--- config.mk ---
export PLATFORM = sky130hd
export DESIGN_NAME = alu_cmd_controller
export DESIGN_NICKNAME = d
export VERILOG_FILES = /design/src/rtl/alu_cmd_controller.sv
export SDC_FILE = /design/constraint.sdc
export NUM_CORES = 1
export LEC_CHECK = 0
export CAP_MARGIN = 0
export CORE_AREA = 3 3 94 96
export CTS_CLUSTER_DIAMETER = 150
export DETAILED_ROUTE_END_ITERATION = 12
export DIE_AREA = 0 0 97 99
export RECOVER_POWER = 25
export SETUP_SLACK_MARGIN = 0.2
export SYNTH_ARGS = -nofsm -noshare
export SYNTH_HDL_FRONTEND = slang
export SYNTH_SLANG_ARGS = --single-unit
--- constraint.sdc ---
create_clock -name clk_i -period 2.25 [get_ports clk_i]
set_input_delay 0.225 -clock clk_i [delete_from_list [all_inputs] [get_ports clk_i]]
set_output_delay 0.225 -clock clk_i [all_outputs]
set_load 0.01 [all_outputs]
--- src/rtl/alu_cmd_controller.sv ---
// Purpose: command-side driver for the 8-bit combinational ALU; accumulator chaining, div/mod-by-zero and illegal-op guarding.
// Latency: response valid SETTLE_CYCLES edges after command acceptance; one op per SETTLE_CYCLES+2 cycles at best.
// Backpressure: cmd_ready_o only in IDLE; response held stable until rsp_ready_i, no new command accepted meanwhile.
module alu_cmd_controller #(
   parameter int SETTLE_CYCLES = 1,
   parameter int CNT_W         = 16
) (
   input  logic             clk_i,
   input  logic             rst_n_i,
   input  logic             cmd_valid_i,
   output logic             cmd_ready_o,
   input  logic [3:0]       cmd_op_i,
   input  logic [7:0]       cmd_a_i,
   input  logic [7:0]       cmd_b_i,
   input  logic             cmd_use_acc_i,
   output logic [7:0]       alu_a_o,
   output logic [7:0]       alu_b_o,
   output logic [3:0]       alu_sel_o,
   input  logic [7:0]       alu_result_i,
   input  logic [3:0]       alu_flags_i,
   output logic             rsp_valid_o,
   input  logic             rsp_ready_i,
   output logic [7:0]       rsp_result_o,
   output logic [3:0]       rsp_flags_o,
   output logic             rsp_err_o,
   output logic [7:0]       acc_o,
   output logic [CNT_W-1:0] op_count_o
);

   localparam logic [1:0] ST_IDLE  = 2'd0;
   localparam logic [1:0] ST_ISSUE = 2'd1;
   localparam logic [1:0] ST_RESP  = 2'd2;

   // Settle counter runs 0 .. SETTLE_CYCLES-1; capture happens on the edge seen at the last value.
   localparam int              SW          = (SETTLE_CYCLES > 1) ? $clog2(SETTLE_CYCLES) : 1;
   localparam logic [SW-1:0]   SETTLE_LAST = SW'(SETTLE_CYCLES - 1);

   localparam logic [3:0] OP_DIV = 4'b0011;
   localparam logic [3:0] OP_MOD = 4'b0100;
   localparam logic [3:0] OP_MAX = 4'b1100;

   logic [1:0]       state_q,    state_d;
   logic [SW-1:0]    cnt_q,      cnt_d;
   logic [7:0]       alu_a_q,    alu_a_d;
   logic [7:0]       alu_b_q,    alu_b_d;
   logic [3:0]       alu_sel_q,  alu_sel_d;
   logic [7:0]       rsp_res_q,  rsp_res_d;
   logic [3:0]       rsp_flg_q,  rsp_flg_d;
   logic             rsp_err_q,  rsp_err_d;
   logic [7:0]       acc_q,      acc_d;
   logic [CNT_W-1:0] op_cnt_q,   op_cnt_d;
   logic             op_err;

   // Error is judged on the operands actually driven to the ALU, not on the live command bus.
   assign op_err = (((alu_sel_q == OP_DIV) || (alu_sel_q == OP_MOD)) && (alu_b_q == 8'h00))
                   || (alu_sel_q > OP_MAX);

   // Next-state logic for the IDLE -> ISSUE -> RESP handshake sequence.
   always_comb begin
      state_d   = state_q;
      cnt_d     = cnt_q;
      alu_a_d   = alu_a_q;
      alu_b_d   = alu_b_q;
      alu_sel_d = alu_sel_q;
      rsp_res_d = rsp_res_q;
      rsp_flg_d = rsp_flg_q;
      rsp_err_d = rsp_err_q;
      acc_d     = acc_q;
      op_cnt_d  = op_cnt_q;
      case (state_q)
         ST_IDLE: begin
            if (cmd_valid_i) begin
               alu_a_d   = cmd_use_acc_i ? acc_q : cmd_a_i;
               alu_b_d   = cmd_b_i;
               alu_sel_d = cmd_op_i;
               cnt_d     = '0;
               state_d   = ST_ISSUE;
            end
         end
         ST_ISSUE: begin
            if (cnt_q == SETTLE_LAST) begin
               state_d = ST_RESP;
               if (op_err) begin
                  rsp_res_d = 8'h00;
                  rsp_flg_d = 4'b1000;
                  rsp_err_d = 1'b1;
               end else begin
                  rsp_res_d = alu_result_i;
                  rsp_flg_d = alu_flags_i;
                  rsp_err_d = 1'b0;
                  acc_d     = alu_result_i;
               end
            end else begin
               cnt_d = cnt_q + SW'(1);
            end
         end
         ST_RESP: begin
            if (rsp_ready_i) begin
               state_d  = ST_IDLE;
               op_cnt_d = op_cnt_q + CNT_W'(1);
            end
         end
         default: state_d = ST_IDLE;
      endcase
   end

   // State and datapath registers; reset drops any in-flight command.
   always_ff @(posedge clk_i or negedge rst_n_i) begin
      if (!rst_n_i) begin
         state_q   <= ST_IDLE;
         cnt_q     <= '0;
         alu_a_q   <= '0;
         alu_b_q   <= '0;
         alu_sel_q <= '0;
         rsp_res_q <= '0;
         rsp_flg_q <= '0;
         rsp_err_q <= 1'b0;
         acc_q     <= '0;
         op_cnt_q  <= '0;
      end else begin
         state_q   <= state_d;
         cnt_q     <= cnt_d;
         alu_a_q   <= alu_a_d;
         alu_b_q   <= alu_b_d;
         alu_sel_q <= alu_sel_d;
         rsp_res_q <= rsp_res_d;
         rsp_flg_q <= rsp_flg_d;
         rsp_err_q <= rsp_err_d;
         acc_q     <= acc_d;
         op_cnt_q  <= op_cnt_d;
      end
   end

   assign cmd_ready_o  = (state_q == ST_IDLE);
   assign rsp_valid_o  = (state_q == ST_RESP);
   assign alu_a_o      = alu_a_q;
   assign alu_b_o      = alu_b_q;
   assign alu_sel_o    = alu_sel_q;
   assign rsp_result_o = rsp_res_q;
   assign rsp_flags_o  = rsp_flg_q;
   assign rsp_err_o    = rsp_err_q;
   assign acc_o        = acc_q;
   assign op_count_o   = op_cnt_q;

endmodule

======== Yosys cells after proc, flatten, opt, wreduce, memory -nomap -nowiden ========
Index checks and enable logic that the tools add are counted.
operators by class
  add/subtract/negate cells ............... 2
  order comparisons ....................... 1
  equality and inequality tests ........... 7
  multiplexer cells ....................... 11
  bitwise operators ....................... 2
  reductions and logical operators ........ 12
operator list
  cell                   count
  $add 16x1->16 const B  1
  $mux 8                 2
  $logic_not 8->1        1
  $reduce_and 2->1       4
  $mux 2                 3
  $pmux 2 s3             1
  $reduce_and 3->1       2
  $eq 4x2->1 const B     1
  $eq 4x3->1 const B     1
  $gt 4x4->1 const B     1
  $mux 4                 1
  $ne 2x2->1 const B     2
  $mux 1                 3
  $eq 2x1->1 const B     1
  $eq 2x2->1 const B     1
  $logic_not 2->1        1
  $logic_or 1x1->1       2
  $ne 2x1->1 const B     1
  $not 1->1              2
  $pmux 1 s2             1
  $reduce_bool 2->1      1
  $add 1x1->1 const B    1
  $logic_and 1x1->1      1
word-level totals
  register bits ........................... 60
  word-level logic and storage cells ...... 45

======== Logic depth before layout (Yosys ltp) ========
  word-level depth ........................ 6
  mapped depth ............................ 6

======== Least setup slack after synthesis ========
No wires, ideal clock.
  kind .................................... reg-to-reg
  start point ............................. register alu_b_q[5], in the netlist alu_b_o[5]
  end point ............................... register acc_q[1], in the netlist acc_o[1]
  library setup time ...................... 0.125 ns
  arrival time ............................ 1.632 ns
  required time ........................... 2.125 ns
  slack ................................... 0.493 ns
  cell stages (with the launch flop) ...... 6
  buffers on the path ..................... 1
  clock period less this slack ............ 1.757 ns
  cell sequence ........................... dfrtp_1 or4_1 nor3_2 a31oi_1 buf_6 mux2_4
between the ends
  word-level cells in the longest chain between the ends .. 5
RTL lines
  what                        RTL line  source
  from (decl)                 45        logic [7:0] alu_b_q, alu_b_d;
  from (signal assigned)      124       alu_b_q <= alu_b_d;
  $logic_not 8->1             55        assign op_err = (((alu_sel_q == OP_DIV) || (alu_sel_q == OP_MOD)) && (alu_b_q == 8'h00))
  $logic_and 1x1->1           55
  $logic_or 1x1->1            56        || (alu_sel_q > OP_MAX);
  $not 1->1 (no line)         --
  $reduce_and 3->1 (no line)  --
  to (signal assigned)        118       acc_q <= '0;
  to (signal assigned)        129       acc_q <= acc_d;
  to (decl)                   50        logic [7:0] acc_q, acc_d;
No other way between the ends.
A chain may end at the register's enable or synchronous reset.

======== Final worst setup path ========
  start point ............................. register alu_b_q[5], in the netlist alu_b_o[5]
  end point ............................... register acc_q[6], in the netlist acc_o[6]
The elaborated chain is that of the path after synthesis.

==> impl_metrics.tcl <==
set metrics [dict create \
    hold_class "in -> async" \
    hold_viol 0 \
    setup_tns_ps 0 \
    critPathArrivalTime_ps 2010 \
    gp_congestion 0.7029 \
    clkTransAtPathRegs_ps 70 \
    fin_crit_sh_pct 80.11 \
    pwr-share-clk_pct 22.1 \
    die_x_um 97 \
    cts.sink_count 59 \
    drv_cap 0 \
    critPathMaxStageDelay_ps 540 \
    initial_core_util_pct 29.80 \
    yosysMostFrequentCell "dfrtp_1" \
    synth_top_cell_area_share_pct 60.92 \
    timing.hold.ws_ps 437.3 \
    vias 1845 \
    grt_max_degree 34 \
    avgSynthCellArea_um2 12.82 \
    drc 0 \
    path_max_fanout 11 \
    viasPerCell 4.556 \
    ys_seq_area_share_pct 60.92 \
    combPwrFrac_pct 40.6 \
    h-tree-depth 3 \
    multi_input_area_um2 903.4 \
    synth-edff-count 0 \
    row_count 33 \
    tightest_slew_ps 825.1 \
    fillers 762 \
    nets 333 \
    grt_util_all_layers_pct 12.75 \
    io_pins 96 \
    drv_slew 0 \
    p_int_mw 3.387 \
    drt_iter0_drc 65 \
    antenna_found_initial 0 \
    relSlewSlack_pct 44.99 \
    power.static_leakage_nw 1.626 \
    setup_viol 0 \
    status "complete, no violations" \
    post-route-min-period_ps 1803 \
    ys_top_cells_by_area "dfrtp_1 (61%), mux2_2 (6.0%), mux2_4 (4.3%)" \
    dp_hpwl_um 4416 \
    power.density_mw_per_mm2 1306 \
    max_freq_ghz 0.5548 \
    synth_nets 227 \
    ys.warnings.count 0 \
    yosys-top-cells-count "dfrtp_1 (59), nor2_1 (18), mux2_2 (13), a22o_1 (11), xnor2_1 (10)" \
    ir_drop_uv 515.6 \
    globalRoute.totalOverflow 0 \
    synth_cells 189 \
    synthFlopType "dfrtp_1" \
    port_buffers 95 \
    synth_cell_type_count 33 \
    cts_buffers 9 \
    rsz0062_at_grt "false" \
    cts-root-buf "clkbuf_8" \
    wirelength_um 5831 \
    clock_latency_ps 330 \
    grt_pass1_vias 1921 \
    drtPass1Iterations 4 \
    die_h_um 99 \
    critPathKind "reg -> reg" \
    synth.largest_area_cell "dfrtp_1" \
    crit_chain "or4_1 > nor3_2 > a31oi_2 > buf_4 > mux2_4" \
    postRouteAntennaNets 0 \
    end_kind "flop" \
    p_seq_share_pct 37.3 \
    drive_above_1_share_pct 15.33 \
    cts.path.max_buffers 2 \
    num_antenna_cells 0 \
    finalClockSkew_ps 6.307 \
    required_ps 2460 \
    final-seq-area_mm2 0.001476 \
    cp-start-kind "flop" \
    p_sw_mw 1.512 \
    p_sw_share_pct 30.86 \
    synthesis.area_mm2 0.002424 \
    wl_per_cell_um 14.40 \
    ys_seq_elements 59 \
    core_region_area_mm2 0.008134 \
    grt_pass1_wl_um 9646 \
    async_flop_share_pct 100.0 \
    critPathSlowestCell "or4_1" \
    cts_tree "yes" \
    die-area_mm2 0.009603 \
    area_growth_pct 54.78 \
]
## state kept, by name, indices dropped and copies added (netlist names)
signal and flops:
alu_sel_o 4, alu_a_o 8, rsp_flags_o 4, state_q 2, acc_o 8, op_count_o 16, rsp_result_o 8, alu_b_o 8
rsp_err_o 1
## placed cells by master, fill, tap and decap left out, types with 2 or more instances in the layout
cell type        count
nor2_1              18
mux2_2              13
mux2i_1              8
clkinv_2             3
buf_4                5
nand3_1              6
bufinv_16            2
a22o_1              11
dfrtp_1             59
xnor2_1             10
clkbuf_8            11
xor2_1               5
a21oi_1              9
and3_1               2
clkdlybuf4s50_1     94
mux2_4               7
inv_1                4
nand4_1              3
nand2_1              8
nand2b_1             3
or4_1                2
## worst max-delay path: cells and delay by family (launching register included)
kind | cells | cell delay [ps]
and+or+nand+nor | 2 | 670
DFF | 1 | 390
muxes | 1 | 300
buffers and inverters | 1 | 210
AOI/OAI and AO/OA | 1 | 110
## area by class of cell
cell class                 count  share of cell area (%)
sequential                    59                   39.36
inverter                       4                  0.4003
tap                          105                   3.502
clock inverter                 5                   2.001
timing repair buffer         102                   26.62
multi-input combinational    119                   24.08
clock buffer                  11                   4.036
## power groups by stage
stage	registers, mW	clock network [mW]	logic (mW)
floorplan	1.96	0	0.751
finish	1.83	1.08	1.99
global route	1.90	1.16	2.15
global placement	1.84	0	2.00
CTS	1.84	1.12	2.04
detailed placement	1.84	0	2.03
## metal layers
| layer | part of all wire [%] | wire (um) | global-route usage, % | up-vias |
|---|---|---|---|---|
| li1 | - | - | - | 872 |
| met1 | 42 | 2445 | 15.32 | 904 |
| met2 | 50 | 2941 | 20.75 | 62 |
| met3 | 6.2 | 363 | 4.105 | 7 |
| met4 | 1.4 | 81 | 6.156 | 0 |
| met5 | 0 | 0 | 0 | - |
## path summary, 6_finish.rpt
kind                                                to  slack [ps]  depth (start not counted)                        from
setup / recovery                  acc_o[6]$_DFFE_PN0P_         450                          5      alu_b_o[5]$_DFFE_PN0P_
hold / removal               op_count_o[5]$_DFFE_PN0P_         440                          2                     rst_n_i
setup reg to reg                  acc_o[6]$_DFFE_PN0P_         450                          5      alu_b_o[5]$_DFFE_PN0P_
hold reg to reg             op_count_o[15]$_DFFE_PN0P_         470                          1  op_count_o[15]$_DFFE_PN0P_
max in group asynchronous  rsp_result_o[3]$_DFFE_PN0P_         580                          3                     rst_n_i
min in group clk_i          rsp_flags_o[3]$_DFFE_PN0P_         450                          3              alu_flags_i[3]
## stage by stage
stage	power (mW)	cell area, um^2	setup slack (ps)	std cells	utilization (%)
3_3_place_gp	3.835	3530	409.4	388	43.39
3_5_place_dp	3.877	3530	388.2	388	43.39
2_1_floorplan	2.711	2424	492.5	189	-
5_1_grt	5.206	3751	255.7	405	46.12
6_report	4.899	3751	447.4	405	46.12
4_1_cts	4.992	3766	431.7	405	46.30
## repair_timing
item | CTS | global route
endpoints found under the hold margin | 26 | 0
hold buffers | 1 | 0
setup endpoints to repair | 0 | 0
setup buffers | 0 | 0
gates resized for setup | 0 | 0
## cell families (layout without fill, tap and decap cells)
| group | after synthesis | in the layout | share of synthesized area, % |
|---|---|---|---|
| fa+ha+maj | 1 | 1 | 0.5162 |
| flops | 59 | 59 | 60.92 |
| mux | 28 | 28 | 13.68 |
| simple gates | 51 | 51 | 10.53 |
| compound gates | 24 | 24 | 6.866 |
| xor+xnor | 15 | 15 | 5.421 |
| buf+inv | 11 | 122 | 2.065 |
Note: power is estimated with default switching activity, not from simulation.
